File: config.mk
export PLATFORM = sky130hd
export DESIGN_NAME = charli_pattern_gen
export DESIGN_NICKNAME = d
export VERILOG_FILES = /design/src/rtl/charli_pattern_gen.sv
export SDC_FILE = /design/constraint.sdc
export NUM_CORES = 1
export LEC_CHECK = 0
export ABC_AREA = 1
export BUFFER_PORTS_ARGS = -buffer_cell sky130_fd_sc_hd__buf_2
export CAP_MARGIN = 20
export CORE_MARGIN = 2
export CORE_UTILIZATION = 30
export DETAILED_ROUTE_END_ITERATION = 10
export PLACE_DENSITY = 0.54
export SLEW_MARGIN = 20
export SYNTH_ARGS = -nofsm -noshare
export SYNTH_HDL_FRONTEND = slang
export SYNTH_SLANG_ARGS = --single-unit
File: constraint.sdc
create_clock -name clk -period 5.1 [get_ports clk]
set_input_delay 1.02 -clock clk [delete_from_list [all_inputs] [get_ports clk]]
set_output_delay 1.02 -clock clk [all_outputs]
set_load 0.005 [all_outputs]
File: src/rtl/charli_pattern_gen.sv
// charli_pattern_gen
//   Pattern source for the 6-LED Charlieplexing driver. Two raw pushbuttons
//   are synchronised, debounced and edge-detected: MODE cycles through the
//   animation modes, PAUSE freezes the animation. A prescaler produces the
//   slow animation step. The LED frame is registered and held between steps.
// Ports
//   clk        in   system clock, posedge
//   rst        in   asynchronous active-high reset
//   btn_mode   in   raw pushbutton, advance mode
//   btn_pause  in   raw pushbutton, toggle pause
//   sw[5:0]    in   static / blink pattern source
//   data[5:0]  out  LED frame, bit i = LED i
//   mode[2:0]  out  0 STATIC, 1 CHASE, 2 BOUNCE, 3 COUNT, 4 BLINK
//   paused     out  animation frozen
//   step_tick  out  one-cycle pulse per accepted animation step
module charli_pattern_gen #(
    parameter logic [23:0] TICK_DIV = 24'd12_500_000,
    parameter logic [15:0] DEB_CNT  = 16'd50_000
) (
    input  logic       clk,
    input  logic       rst,
    input  logic       btn_mode,
    input  logic       btn_pause,
    input  logic [5:0] sw,
    output logic [5:0] data,
    output logic [2:0] mode,
    output logic       paused,
    output logic       step_tick
);

    typedef enum logic [2:0] {
        M_STATIC = 3'd0,
        M_CHASE  = 3'd1,
        M_BOUNCE = 3'd2,
        M_COUNT  = 3'd3,
        M_BLINK  = 3'd4
    } mode_t;

    typedef enum logic {
        DIR_UP   = 1'b0,
        DIR_DOWN = 1'b1
    } dir_t;

    // Index 0 = MODE button, index 1 = PAUSE button.
    logic [1:0]  sync1_q, sync2_q;
    logic [1:0]  deb_lvl_q, deb_lvl_d;
    logic [1:0]  deb_prev_q;
    logic [15:0] deb_cnt_q [2];
    logic [15:0] deb_cnt_d [2];
    logic [1:0]  press;

    logic [23:0] presc_q, presc_d;
    logic [5:0]  data_q, data_d;
    mode_t       mode_q, mode_d;
    dir_t        dir_q, dir_d;
    logic        paused_q, paused_d;
    logic        step_q, step_d;

    logic        mode_press, pause_press, raw_tick, step;

    // ---- stage: synchroniser + debounce counters ----
    always_comb begin
        for (int i = 0; i < 2; i++) begin
            deb_lvl_d[i] = deb_lvl_q[i];
            deb_cnt_d[i] = '0;
            if (sync2_q[i] != deb_lvl_q[i]) begin
                // Level must differ for DEB_CNT consecutive cycles to be accepted.
                if (deb_cnt_q[i] == DEB_CNT - 16'd1) begin
                    deb_lvl_d[i] = sync2_q[i];
                end else begin
                    deb_cnt_d[i] = deb_cnt_q[i] + 16'd1;
                end
            end
        end
    end

    always_ff @(posedge clk or posedge rst) begin
        if (rst) begin
            sync1_q    <= '0;
            sync2_q    <= '0;
            deb_lvl_q  <= '0;
            deb_prev_q <= '0;
            for (int i = 0; i < 2; i++) deb_cnt_q[i] <= '0;
        end else begin
            sync1_q    <= {btn_pause, btn_mode};
            sync2_q    <= sync1_q;
            deb_lvl_q  <= deb_lvl_d;
            deb_prev_q <= deb_lvl_q;
            for (int i = 0; i < 2; i++) deb_cnt_q[i] <= deb_cnt_d[i];
        end
    end

    // Rising edge of the debounced level only; release gives no pulse.
    assign press       = deb_lvl_q & ~deb_prev_q;
    assign mode_press  = press[0];
    assign pause_press = press[1];

    // ---- stage: prescaler, mode/pause control and frame update ----
    assign raw_tick = (presc_q == TICK_DIV - 24'd1);
    // A mode press swallows a coincident tick so the new mode starts cleanly.
    assign step     = raw_tick & ~paused_q & ~mode_press & (mode_q != M_STATIC);

    always_comb begin
        presc_d  = (mode_press || raw_tick) ? '0 : presc_q + 24'd1;
        data_d   = data_q;
        mode_d   = mode_q;
        dir_d    = dir_q;
        paused_d = paused_q;
        step_d   = step;

        if (pause_press) paused_d = ~paused_q;

        if (mode_press) begin
            // Mode press overrides a simultaneous pause toggle: paused ends at 0.
            paused_d = 1'b0;
            case (mode_q)
                M_STATIC: begin mode_d = M_CHASE;  data_d = 6'b000001; end
                M_CHASE:  begin mode_d = M_BOUNCE; data_d = 6'b000001; dir_d = DIR_UP; end
                M_BOUNCE: begin mode_d = M_COUNT;  data_d = 6'd0; end
                M_COUNT:  begin mode_d = M_BLINK;  data_d = sw; end
                default:  begin mode_d = M_STATIC; data_d = sw; end
            endcase
        end else if (mode_q == M_STATIC) begin
            data_d = sw;
        end else if (step) begin
            case (mode_q)
                M_CHASE: data_d = {data_q[4:0], data_q[5]};
                M_BOUNCE: begin
                    // Reverse on reaching an end so each end LED is lit one step.
                    if (dir_q == DIR_UP && data_q[5]) begin
                        dir_d  = DIR_DOWN;
                        data_d = data_q >> 1;
                    end else if (dir_q == DIR_DOWN && data_q[0]) begin
                        dir_d  = DIR_UP;
                        data_d = data_q << 1;
                    end else if (dir_q == DIR_UP) begin
                        data_d = data_q << 1;
                    end else begin
                        data_d = data_q >> 1;
                    end
                end
                M_COUNT: data_d = data_q + 6'd1;
                default: data_d = (data_q != 6'd0) ? 6'd0 : sw;
            endcase
        end
    end

    always_ff @(posedge clk or posedge rst) begin
        if (rst) begin
            presc_q  <= '0;
            data_q   <= '0;
            mode_q   <= M_STATIC;
            dir_q    <= DIR_UP;
            paused_q <= 1'b0;
            step_q   <= 1'b0;
        end else begin
            presc_q  <= presc_d;
            data_q   <= data_d;
            mode_q   <= mode_d;
            dir_q    <= dir_d;
            paused_q <= paused_d;
            step_q   <= step_d;
        end
    end

    assign data      = data_q;
    assign mode      = mode_q;
    assign paused    = paused_q;
    assign step_tick = step_q;

endmodule

==> metrics.cfg <==
[sta]
fin_crit_sh=0.415
period_minus_slack_ns=2.12
hold_slack_ns=0.349
clock.fmax_ghz=0.472
worst_pin_slew_ns=0.608
slew_headroom=0.595
rsz0062_at_grt=false
hold_viol=0
setup_tns_ns=0
slew_violations=0
clock_skew_ns=0.00742
setup_ws_ns=2.98
finalSetupViolations=0

[synth]
syn-instance-count=604
synth_common_cells=nand2_1 (145), nor2_1 (111), dfrtp_1 (76)
synth_area_leaders=dfrtp_1 (43%), nand2_1 (12%), nor2_1 (9.3%)
yosysTopAreaCellShare=0.427
synth.most_common_cell=nand2_1
synth_enable_flop_cells=0
synth_nets=619
yosys_warnings=0
syn_area_um2=4460
yosysSeqAreaShare=0.427
ys.flop_type=dfrtp_1
syn_area_per_cell_um2=7.38
ys_ff_latch=76
synth_top_area_cell=dfrtp_1
ys_types=36
async_reset_ff_frac=1.00

[status]
status=completed

[power_and_ir_drop]
power.share.sequential=0.459
switching_share=0.221
power.internal_mw=1.06
clockPowerShare=0.507
netSwitchingPower_mw=0.299
power-per-cell-area_nw_per_um2=267
peakVddDrop_uv=153
power_frac_comb=0.034
p_total_mw=1.36
power.leakage_nw=2.27

[floorplan]
coreArea_um2=14500
initial_core_util=0.307
die_area_um2=15800
die_w_um=126
die_y_um=126
ios=21
rows=44

[placed_design]
routabilityCongestion=0.886
dp_slack_ns=2.99
dpl.hpwl_mm=7.09
dpl.cell_count=801
portBuffers=20
place_area_um2=4750

[grt]
grt_pass1_vias=3635
grt_max_degree=48
antenna_found_initial=0
grt_usage=0.128
grt_overflow=0
grt_first_pass_wirelength_mm=17.1

[routing]
drc_errors=0
vias=3875
dr.first_iter.drc_count=282
routed_wl_mm=9.70
drt_pass1_iterations=5
vias_per_cell=4.74
wire_per_inst_um=11.9
antenna_left=0

[setup_path]
path_cells=buf_2
critPathLaunchType=register
critical_path_arrival_ns=1.10
critPathSlowestCell=dfrtp_1
path_delay_family=flip-flops
slowest_delay_ns=0.58
endpoint_kind=output pin
required_ns=4.08
worst-path-buf-inv=1
critical_path_class=register to output pin
worstPathMaxFanout=12

[layout]
fillCellCount=1566
drive_gt1_frac=0.0995
final_cells=817
final_core_util=0.349
multiInputGateArea_um2=2240
final_area_um2=5070
final_nets=643
ff_latch_area_um2=1900
n_antenna_cell=0
area_growth_pct=13.8

[clocking]
post_cts_buffers=0
cts.htree.levels=3
clockBufferDepth=2
path_clk_slew_ns=0.06
postCtsResizedCells=0
cts-hold-fix-buffers=0
cts_tree=done
numCtsBuffers=9
cts_sinks=76
cts_root_buffer=clkbuf_16
clock_latency_ns=0.33

[run]
drv_cap=0

[worst_hold_path]
hp-class=register to register

[worst paths after layout]
check	from	to	slack [ns]	cells after the start
min in group asynchronous	rst	sync1_q[0]	0.70	2
worst max register to register	presc_q[0]	presc_q[12]	3.29	8
worst max-delay path	data[2]	data[2]	2.98	1
worst min register to register	sync1_q[1]	sync2_q[1]	0.35	0
max in group asynchronous	rst	deb_cnt_q[8]	3.42	3
worst min-delay path	sync1_q[1]	sync2_q[1]	0.35	0
[layout by cell type, fill, tap and decap left out, types with 2 or more instances in the layout]
cell type	Yosys	routed
o21ai_0	11	11
dfrtp_1	76	76
nand3_1	58	58
nor3b_1	4	4
bufinv_16	0	2
nand2_4	3	3
nand2_1	145	145
nand2_2	4	4
nor2_4	2	2
a21oi_1	12	12
clkinv_2	0	2
nand4_1	14	14
clkbuf_16	0	9
nor3b_2	4	4
ha_1	5	5
nor3_2	3	3
clkinv_4	0	2
inv_1	69	68
xnor2_1	10	10
xor2_1	17	17
nor2_2	3	3
buf_2	3	20
nor3_1	26	26
nor2_1	111	111
nand3_2	3	3
or2_0	2	2
nor4_1	3	3
[power groups by stage]
stage	logic (mW)	clock network (mW)	registers, mW
floorplan	0.0341	0	0.628
global placement	0.0468	0	0.634
detailed placement	0.0475	0	0.634
CTS	0.0477	0.707	0.623
global route	0.0547	0.734	0.624
finish	0.0461	0.687	0.623
[layer usage]
| metal | up-vias | track usage | routed length (um) |
|---|---|---|---|
| li1 | 1978 | - | - |
| met3 | 8 | 0.0276 | 425 |
| met4 | 0 | 0.0375 | 121 |
| met1 | 1794 | 0.179 | 4780 |
| met2 | 95 | 0.202 | 4370 |
| met5 | - | 0 | 0 |
[registers in the layout (all words and copies together), names as in the netlist]
| signal | flops |
|---|---|
| presc_q | 24 |
| deb_cnt_q | 32 |
| mode | 3 |
| step_tick | 1 |
| deb_lvl_q | 2 |
| sync1_q | 2 |
| dir_q | 1 |
| paused | 1 |
| data | 6 |
| deb_prev_q | 2 |
| sync2_q | 2 |
[layout make-up]
class / instances / area share
Sequential cell: 76 / 0.375
Clock buffer: 9 / 0.0444
Multi-Input combinational cell: 449 / 0.441
Tap cell: 184 / 0.0454
Clock inverter: 7 / 0.0195
Timing Repair Buffer: 21 / 0.0212
Inverter: 71 / 0.0533
[cell families (layout without fill, tap and decap cells)]
kind of cell | after synthesis | after routing | share of synthesized area
buffers and inverters | 79 | 108 | 0.0713
AOI/OAI and AO/OA | 29 | 29 | 0.0368
and+or+nand+nor | 388 | 388 | 0.398
adders and majority gates | 5 | 5 | 0.0140
DFF | 76 | 76 | 0.427
xor gates and xnor gates | 27 | 27 | 0.0531
(Power assumes the default switching activity.)
